===== src/rtl/pwm_dac_streamer.sv =====
// Streaming PWM DAC: samples are queued in a small FIFO and each code sets the
// PWM duty cycle for HOLD_PERIODS carrier periods of 2^WIDTH clocks.
module pwm_dac_streamer #(
    parameter int WIDTH        = 8,
    parameter int FIFO_DEPTH   = 4,
    parameter int HOLD_PERIODS = 4
) (
    input  logic                          clk,
    input  logic                          reset_n,
    input  logic                          enable,
    input  logic [WIDTH-1:0]              s_data,
    input  logic                          s_valid,
    output logic                          s_ready,
    input  logic                          clr_underrun,
    output logic                          pwm_out,
    output logic [WIDTH-1:0]              cur_code,
    output logic [$clog2(FIFO_DEPTH):0]   fifo_level,
    output logic                          sample_strobe,
    output logic                          underrun
);

    localparam int AW = $clog2(FIFO_DEPTH);
    localparam int LW = $clog2(FIFO_DEPTH) + 1;
    localparam int HW = (HOLD_PERIODS > 1) ? $clog2(HOLD_PERIODS) : 1;
    localparam logic [WIDTH-1:0] CARRIER_MAX = {WIDTH{1'b1}};

    typedef enum logic [1:0] {
        ST_IDLE  = 2'b00,
        ST_PRIME = 2'b01,
        ST_RUN   = 2'b10
    } state_e;

    state_e              state_q, state_d;
    logic [WIDTH-1:0]    carrier_q, carrier_d;
    logic [HW-1:0]       hold_q, hold_d;
    logic [WIDTH-1:0]    code_q, code_d;
    logic                strobe_q, strobe_d;
    logic                pwm_q, pwm_d;
    logic                underrun_q, underrun_d;
    logic [WIDTH-1:0]    mem_q [FIFO_DEPTH];
    logic [AW-1:0]       wr_ptr_q, rd_ptr_q;
    logic [LW-1:0]       level_q, level_d;
    logic                push_s, pop_s, ur_set_s;
    logic                fifo_empty_s, boundary_s, due_s;

    assign fifo_empty_s = (level_q == {LW{1'b0}});
    assign s_ready      = (level_q != LW'(FIFO_DEPTH));
    assign push_s       = s_valid && s_ready;
    assign boundary_s   = (carrier_q == CARRIER_MAX);
    assign due_s        = boundary_s && (hold_q == HW'(HOLD_PERIODS - 1));

    // Playback sequencing: carrier, hold counter, code load and FIFO pop requests.
    always_comb begin
        state_d   = state_q;
        carrier_d = carrier_q;
        hold_d    = hold_q;
        code_d    = code_q;
        strobe_d  = 1'b0;
        pop_s     = 1'b0;
        ur_set_s  = 1'b0;
        case (state_q)
            ST_IDLE: begin
                carrier_d = {WIDTH{1'b0}};
                hold_d    = {HW{1'b0}};
                if (enable) begin
                    state_d = ST_PRIME;
                end else begin
                    state_d = ST_IDLE;
                end
            end
            ST_PRIME: begin
                carrier_d = {WIDTH{1'b0}};
                hold_d    = {HW{1'b0}};
                if (!enable) begin
                    state_d = ST_IDLE;
                end else if (!fifo_empty_s) begin
                    pop_s    = 1'b1;
                    code_d   = mem_q[rd_ptr_q];
                    strobe_d = 1'b1;
                    state_d  = ST_RUN;
                end else begin
                    state_d = ST_PRIME;
                end
            end
            ST_RUN: begin
                if (!enable) begin
                    // Leaving RUN keeps the code and FIFO; only the timebase restarts.
                    state_d   = ST_IDLE;
                    carrier_d = {WIDTH{1'b0}};
                    hold_d    = {HW{1'b0}};
                end else begin
                    state_d   = ST_RUN;
                    carrier_d = carrier_q + WIDTH'(1);
                    if (due_s) begin
                        hold_d = {HW{1'b0}};
                        if (!fifo_empty_s) begin
                            pop_s    = 1'b1;
                            code_d   = mem_q[rd_ptr_q];
                            strobe_d = 1'b1;
                        end else begin
                            ur_set_s = 1'b1;
                        end
                    end else if (boundary_s) begin
                        hold_d = hold_q + HW'(1);
                    end else begin
                        hold_d = hold_q;
                    end
                end
            end
            default: begin
                state_d   = ST_IDLE;
                carrier_d = {WIDTH{1'b0}};
                hold_d    = {HW{1'b0}};
            end
        endcase
    end

    // Output and flag next-state; pwm is computed from next-state so it is registered.
    always_comb begin
        pwm_d = (state_d == ST_RUN) && (carrier_d < code_d);
        if (ur_set_s) begin
            underrun_d = 1'b1;
        end else if (clr_underrun) begin
            underrun_d = 1'b0;
        end else begin
            underrun_d = underrun_q;
        end
    end

    // FIFO occupancy next-state; simultaneous push and pop leave it unchanged.
    always_comb begin
        if (push_s && !pop_s) begin
            level_d = level_q + LW'(1);
        end else if (!push_s && pop_s) begin
            level_d = level_q - LW'(1);
        end else begin
            level_d = level_q;
        end
    end

    // Playback state registers.
    always_ff @(posedge clk or negedge reset_n) begin
        if (!reset_n) begin
            state_q    <= ST_IDLE;
            carrier_q  <= {WIDTH{1'b0}};
            hold_q     <= {HW{1'b0}};
            code_q     <= {WIDTH{1'b0}};
            strobe_q   <= 1'b0;
            pwm_q      <= 1'b0;
            underrun_q <= 1'b0;
        end else begin
            state_q    <= state_d;
            carrier_q  <= carrier_d;
            hold_q     <= hold_d;
            code_q     <= code_d;
            strobe_q   <= strobe_d;
            pwm_q      <= pwm_d;
            underrun_q <= underrun_d;
        end
    end

    // FIFO storage and pointers; the pop reads registered contents, so no bypass.
    always_ff @(posedge clk or negedge reset_n) begin
        if (!reset_n) begin
            for (int i = 0; i < FIFO_DEPTH; i++) begin
                mem_q[i] <= {WIDTH{1'b0}};
            end
            wr_ptr_q <= {AW{1'b0}};
            rd_ptr_q <= {AW{1'b0}};
            level_q  <= {LW{1'b0}};
        end else begin
            if (push_s) begin
                mem_q[wr_ptr_q] <= s_data;
                wr_ptr_q        <= wr_ptr_q + AW'(1);
            end else begin
                wr_ptr_q <= wr_ptr_q;
            end
            if (pop_s) begin
                rd_ptr_q <= rd_ptr_q + AW'(1);
            end else begin
                rd_ptr_q <= rd_ptr_q;
            end
            level_q <= level_d;
        end
    end

    assign pwm_out       = pwm_q;
    assign cur_code      = code_q;
    assign fifo_level    = level_q;
    assign sample_strobe = strobe_q;
    assign underrun      = underrun_q;

endmodule


===== config.mk =====
export PLATFORM = sky130hd
export DESIGN_NAME = pwm_dac_streamer
export DESIGN_NICKNAME = d
export VERILOG_FILES = /design/src/rtl/pwm_dac_streamer.sv
export SDC_FILE = /design/constraint.sdc
export NUM_CORES = 1
export LEC_CHECK = 0
export CAP_MARGIN = 20
export CORE_UTILIZATION = 35
export DETAILED_ROUTE_END_ITERATION = 16
export SLEW_MARGIN = 20
export SYNTH_ARGS = -nofsm -noshare
export SYNTH_HDL_FRONTEND = slang
export SYNTH_SLANG_ARGS = --single-unit

===== constraint.sdc =====
create_clock -name clk -period 2.8 [get_ports clk]
set_input_delay 0.42 -clock clk [delete_from_list [all_inputs] [get_ports clk]]
set_output_delay 0.42 -clock clk [all_outputs]
set_load 0.01 [all_outputs]

==> results of run 1 <==
layout make-up:
type	instances	area, um^2
multi-input cells	142	1380
flip-flops and latches	62	1550
clock buffers	10	138
clock inverters	6	85.1
well taps	105	131
repair buffers	49	443
fillers	727	4420
inverters	16	60.1
registers in the layout (all words and copies together), names as in the netlist:
signal	cells
cur_code	8
carrier_q	8
underrun	1
state_q	2
sample_strobe	1
fifo_level	3
mem_q	32
rd_ptr_q	2
hold_q	2
wr_ptr_q	2
pwm_out	1
logic make-up (layout without fill, tap and decap cells):
logic type               after synthesis  count (layout)  synth area share
AO/OA/AOI/OAI                         29              29            0.0723
XOR/XNOR                              10              10            0.0296
adder cells (fa/ha/maj)               19              19            0.0829
buffers and inverters                 20              81            0.0262
flip-flops                            62              62             0.524
multiplexers                          42              42             0.190
AND/OR/NAND/NOR                       42              42            0.0748
worst max-delay path: stages (launching register included):
cell	delay (ns)
dfrtp_1	0.39
inv_2	0.07
ha_1	0.32
nand3_2	0.12
a22o_4	0.28
a22oi_2	0.18
ha_1	0.28
a21oi_1	0.16
a21boi_0	0.12
a2111oi_2	0.29
buf_4	0.17
o21a_1	0.11
a31o_1	0.09
per-layer routing:
metal / up-vias / GRT usage / part of all wire
met5: - / 0 / 0
met4: 0 / 0.0423 / 0.010
met3: 9 / 0.0534 / 0.037
met2: 31 / 0.245 / 0.49
met1: 955 / 0.198 / 0.46
li1: 920 / - / -
power groups by stage:
stage          clock [W]  combinational (W)  sequential (W)
2_1_floorplan          0           0.000996         0.00147
3_3_place_gp           0            0.00156         0.00150
3_5_place_dp           0            0.00159         0.00151
4_1_cts         0.000897            0.00160         0.00149
5_1_grt         0.000930            0.00185         0.00155
6_report        0.000869            0.00166         0.00149
what timing repair did:
action / 4_1_cts / 5_1_grt
hold buffers: 0 / 0
buffers inserted: 0 / 6
pin swaps: 1 / 8
gates resized for setup: 2 / 12
endpoints found under the hold margin: 0 / 0
endpoints found under the setup margin: 1 / 1
path summary, 6_finish.rpt:
path / start / endpoint / slack, ns / cells past startpoint
worst max-delay path: state_q[0] / pwm_out / 0.15 / 12
worst min-delay path: reset_n / mem_q[13] / 0.07 / 2
worst max register to register: state_q[0] / pwm_out / 0.15 / 12
worst min register to register: mem_q[15] / mem_q[15] / 0.50 / 1
max in group asynchronous: reset_n / rd_ptr_q[0] / 2.41 / 2
min in group clk: mem_q[15] / mem_q[15] / 0.50 / 1
through the flow:
| stage | total power [W] | instance area, um^2 |
|---|---|---|
| 3_3_place_gp | 0.00306 | 3480 |
| 6_report | 0.00402 | 3790 |
| 4_1_cts | 0.00399 | 3700 |
| 5_1_grt | 0.00432 | 3790 |
| 3_5_place_dp | 0.00309 | 3480 |
| 2_1_floorplan | 0.00246 | 2960 |
cell usage in the layout (no fill, tap or decap), types with 2 or more instances in the layout:
cell	Yosys	final
dfrtp_1	62	61
mux2_2	33	33
clkdlybuf4s50_1	0	26
buf_4	0	21
inv_1	16	15
ha_1	18	15
nand2_1	13	13
nor2_1	10	10
clkbuf_8	0	10
mux4_2	8	8
a21oi_1	6	6
xor2_1	6	6
or3_1	4	4
nand4_1	4	4
xnor2_1	4	4
a22oi_1	6	3
o21bai_1	3	3
a22oi_2	0	3
o21ai_0	3	3
and3_1	2	2
nand3_1	3	2
a22o_1	2	2
ha_2	0	2
bufinv_16	0	2
clkinv_2	0	2
clkinvlp_4	0	2
==> impl_results.md, run 1 <==
* Placed Cells at 369
* Pins Over Slew Limit at 0
* Final Util at 0.462
* Worst setup margin at 0.149 ns
* Layout cell share with drive strength beyond 1 at 0.333
* Setup crit start kind: flop
* CP Class: flop to flop
* Top post-synthesis cells by count: 62 x dfrtp_1, 33 x mux2_2, 18 x ha_1, 16 x inv_1, 13 x nand2_1
* Top post-synthesis cells by area: dfrtp_1 52%, mux2_2 13%, ha_1 7.6%
* Seq/Total Area, Yosys at 0.524
* MaxCap Viol Count at 0
* Setup violators final at 0
* Leak at 1.71 nW
* Skew-Pair Late Insertion Delay at 0.34 ns
* First-pass GRT wire length at 10.0 mm
* Hold Fails Final Rpt at 0
* CTS sink cnt at 62
* Initial antenna violation count at 0
* Switching Share at 0.314
* Final wirelength at 5.90 mm
* P&R area growth vs syn at 28.2%
* Power Internal at 0.00276 W
* Min-Delay Path Class: primary input to asynchronous set/reset pin
* I/O pin total at 28
* Die Footprint at 8830 um^2
* Post-Syn Instances at 224
* WL/cell at 15.1 um
* Die X at 94.0 um
* CTS tree: done
* Min Tclk post-route at 2.65 ns
* CTS Buffer Depth at 2
* Avg Inst Size Synth at 13.2 um^2
* Tot GR Track Use at 0.154
* Sw Pwr at 0.00126 W
* Worst-path fanout max at 6
* Worst clock skew at 0.00718 ns
* PD cells at 1060 nW/um^2
* CTS root buf: clkbuf_8
* WHS at 0.0686 ns
* Leading area contributor after synthesis: dfrtp_1
* Overflow after GRT at 0
* Peak Freq at 0.377 GHz
* Vias at 1915
* Worst slew pin tran at 0.443 ns
* Yosys reg bits at 62
* Peak supply drop at 0.485 mV
* Synthesized net count at 256
* CTS HTree Levels at 3
* Final cell count without fillers at 390
* Port Buf Inserts at 27
* Most frequent cell after synthesis: dfrtp_1
* Pre-antenna DRT Iters at 4
* CTS Buf Count at 9
* Largest net degree at the start of global routing at 63
* CTS clk-pin slew, worst paths at 0.07 ns
* Mean number of vias per cell at 4.91
* Core Region at 8220 um^2
* Clk network pwr share at 0.216
* DRT iter0 DRCs at 32
* Starting Density at 0.360
* Synth cell types at 37
* Worst EP required at 3.08 ns
* Status: finished clean
* Asr flop ratio synth at 1.00
* Area share of the largest cell type after synthesis at 0.524
* Crit path DAT at 2.93 ns
* Setup slack at placement at -0.206 ns
* Final worst-path cycle share at 0.947
* Top FF cell, synth: dfrtp_1
* Antenna Cells at 0
* Vias in the first global route at 2014
* EDFF count, synth at 0
* Logic pwr share at 0.413
* Die H at 94.0 um
* Setup TNS Final at 0 ns
* CP endpoint kind: flop
* Final #Nets at 312
* Seq pwr share at 0.371
* Hpwl dp at 4.09 mm
* # rows at 33
* Final Wtd Congestion at 0.795
* Cell area after synthesis at 2960 um^2
* Rel. slew slack at 0.704
* Remaining DRCs at 0
* Antenna viol nets, final at 0
* YS warnings at 0
Note: power is estimated with default switching activity, not from simulation.
==> run 2: changes to the inputs <==
--- a/config.mk
+++ b/config.mk
@@ -8,6 +8,7 @@
 export CAP_MARGIN = 20
 export CORE_UTILIZATION = 35
 export DETAILED_ROUTE_END_ITERATION = 16
+export PLACE_DENSITY = 0.55
 export SLEW_MARGIN = 20
 export SYNTH_ARGS = -nofsm -noshare
 export SYNTH_HDL_FRONTEND = slang
==> run 2 against run 1 <==
Net effect: final area rose by 1.0%; largest cell class unchanged; register-to-register slack barely moved; total power fell by 0.37%; count of clock-buffer cells in the layout rose by 2; via count rose by 1.4%; flip-flop and latch count did not move; worst hold slack improved by 0.059 ns; first-iteration DRC count rose by 110%; highest routed layer unchanged; global-route usage fell by 0.24 points.
==> impl_results.md, run 2 (synthesized netlist as in run 1, its figures left out) <==
* Status: finished clean (unchanged)
* # rows at 33 (unchanged)
* Crit path DAT at 2.94 ns (was 2.93 ns)
* Final Wtd Congestion at 0.757 (was 0.795)
* Most common cell after layout, fill and taps aside: dfrtp_1 (unchanged)
* Worst slew pin tran at 0.689 ns (was 0.443 ns)
* CTS HTree Levels at 3 (unchanged)
* CTS Hold Bufs at 0 (unchanged)
* DRT iter0 DRCs at 66 (was 32)
* Cell Chain, Critical Path: ha_2, and2_4, nand4_4, a22o_4, a22oi_2, ha_4, a21oi_1, a21boi_0, a2111oi_1, buf_4, o21a_1, a31o_1 (was inv_2, ha_1, nand3_2, a22o_4, a22oi_2, ha_1, a21oi_1, a21boi_0, a2111oi_2, buf_4, o21a_1, a31o_1)
* CP Depth at 12 (unchanged)
* FF-to-FF Start: carrier_q[0] (was state_q[0])
* Skew-Pair Late Insertion Delay at 0.33 ns (was 0.34 ns)
* Die Footprint at 8830 um^2 (unchanged)
* Reg2Reg Depth at 12 (unchanged)
* Mean number of vias per cell at 4.94 (was 4.91)
* CTS Buffer Depth at 2 (unchanged)
* Die H at 94.0 um (unchanged)
* I/O pin total at 28 (unchanged)
* Peak Freq at 0.375 GHz (was 0.377 GHz)
* Layout cell share with drive strength beyond 1 at 0.340 (was 0.333)
* CP endpoint kind: flop (unchanged)
* Worst clock skew at 0.00673 ns (was 0.00718 ns)
* Final wirelength at 5.87 mm (was 5.90 mm)
* Final #Nets at 316 (was 312)
* WL/cell at 14.9 um (was 15.1 um)
* Min Tclk post-route at 2.67 ns (was 2.65 ns)
* CP Class: flop to flop (unchanged)
* Largest net degree at the start of global routing at 32 (was 63)
* Setup TNS Final at 0 ns (unchanged)
* Peak supply drop at 0.539 mV (was 0.485 mV)
* MaxCap Viol Count at 0 (unchanged)
* Leak at 1.72 nW (was 1.71 nW)
* Pre-antenna DRT Iters at 5 (was 4)
* Antenna viol nets, final at 0 (unchanged)
* CTS sink cnt at 62 (unchanged)
* Tot GR Track Use at 0.151 (was 0.154)
* Buf/Inv on CP at 1 (was 2)
* Pins Over Slew Limit at 0 (unchanged)
* Starting Density at 0.360 (unchanged)
* Min-Delay Path Class: primary input to asynchronous set/reset pin (unchanged)
* Port Buf Inserts at 27 (unchanged)
* Biggest register: mem_q (unchanged)
* First-pass GRT wire length at 9.82 mm (was 10.0 mm)
* Worst-path fanout max at 6 (unchanged)
* Overflow after GRT at 0 (unchanged)
* Max reg flops at 32 (unchanged)
* Worst stage delay on the critical path at 0.37 ns (was 0.39 ns)
* CTS clk-pin slew, worst paths at 0.07 ns (about the same)
* Core Region at 8220 um^2 (unchanged)
* Worst EP required at 3.08 ns (about the same)
* Vias in the first global route at 2014 (unchanged)
* Rel. slew slack at 0.540 (was 0.704)
* Final worst-path cycle share at 0.952 (was 0.947)
* Die X at 94.0 um (unchanged)
* PD cells at 1050 nW/um^2 (was 1060 nW/um^2)
* CTS tree: done (unchanged)
* Hpwl dp at 4.34 mm (was 4.09 mm)
* Hold Fails Final Rpt at 0 (unchanged)
* CP max stage cell: a2111oi_1 (was dfrtp_1)
* Vias at 1941 (was 1915)
* Setup violators final at 0 (unchanged)
* Antenna Cells at 0 (unchanged)
* Remaining DRCs at 0 (unchanged)
* P&R area growth vs syn at 29.5% (was 28.2%)
* Crit path max-delay family: compound AO/OA/AOI/OAI gates (unchanged)
* Most frequent cells in the layout: 62 x dfrtp_1, 33 x mux2_2, 26 x clkdlybuf4s50_1, 25 x buf_4 (was 61 x dfrtp_1, 33 x mux2_2, 26 x clkdlybuf4s50_1, 21 x buf_4)
* Setup crit start kind: flop (unchanged)
* CTS Buf Count at 9 (unchanged)
* Crit. Startpoint: carrier_q[0] (was state_q[0])
* CTS root buf: clkbuf_8 (unchanged)
* Placed Area at 3510 um^2 (was 3480 um^2)
* WHS at 0.128 ns (was 0.0686 ns)
* Initial antenna violation count at 0 (unchanged)
* Final Cell Area at 3830 um^2 (was 3790 um^2)
[run 2: worst paths after layout]
| check | slack (ns) | to |
|---|---|---|
| min | 0.13 | sample_strobe |
| min in group clk | 0.50 | mem_q[4] |
| min reg2reg | 0.50 | mem_q[4] |
| max | 0.13 | pwm_out |
| max reg2reg | 0.13 | pwm_out |
| max in group asynchronous | 1.97 | carrier_q[1] |
[run 2: stage by stage]
step | utilization | total power, W | cells | setup slack (ns)
after floorplan | - | 0.00246 | 224 | 0.173
after global routing | 0.466 | 0.00429 | 393 | -0.0369
after global placement | 0.427 | 0.00311 | 373 | -0.0958
after detailed placement | 0.427 | 0.00314 | 373 | -0.160
after CTS | 0.452 | 0.00397 | 388 | 0.00736
final | 0.466 | 0.00401 | 393 | 0.135
[run 2: layout make-up]
| type | count | area [um^2] |
|---|---|---|
| Multi-Input combinational cell | 142 | 1410 |
| Clock buffer | 12 | 165 |
| Sequential cell | 62 | 1550 |
| Tap cell | 105 | 131 |
| Clock inverter | 3 | 42.5 |
| Fill cell | 740 | 4380 |
| Timing Repair Buffer | 53 | 473 |
| Inverter | 16 | 60.1 |
[run 2: where the power goes]
part	total, W	switching [W]	leakage, nW	internal [W]
Combinational	0.00173	0.000714	0.840	0.00102
Sequential	0.00147	0.000209	0.779	0.00126
Clock	0.000807	0.000329	0.104	0.000477
[run 2: metal layers]
metal / share of wire / global-route usage
met1: 0.47 / 0.186
met2: 0.48 / 0.251
met3: 0.027 / 0.0396
met4: 0.017 / 0.0654
met5: 0 / 0
[run 2: timing repair]
item,4_1_cts,5_1_grt
setup buffers,0,5
setup endpoints to repair,1,1
pin swaps,1,7
gates resized for setup,1,15
==> run 3: changes to the inputs <==
--- a/config.mk
+++ b/config.mk
@@ -8,7 +8,7 @@
 export CAP_MARGIN = 20
 export CORE_UTILIZATION = 35
 export DETAILED_ROUTE_END_ITERATION = 16
-export PLACE_DENSITY = 0.55
+export PLACE_DENSITY = 0.6
 export SLEW_MARGIN = 20
 export SYNTH_ARGS = -nofsm -noshare
 export SYNTH_HDL_FRONTEND = slang
==> results of run 3 <==
Same layout as run 1: the final DEF is identical, and so are final timing and power.
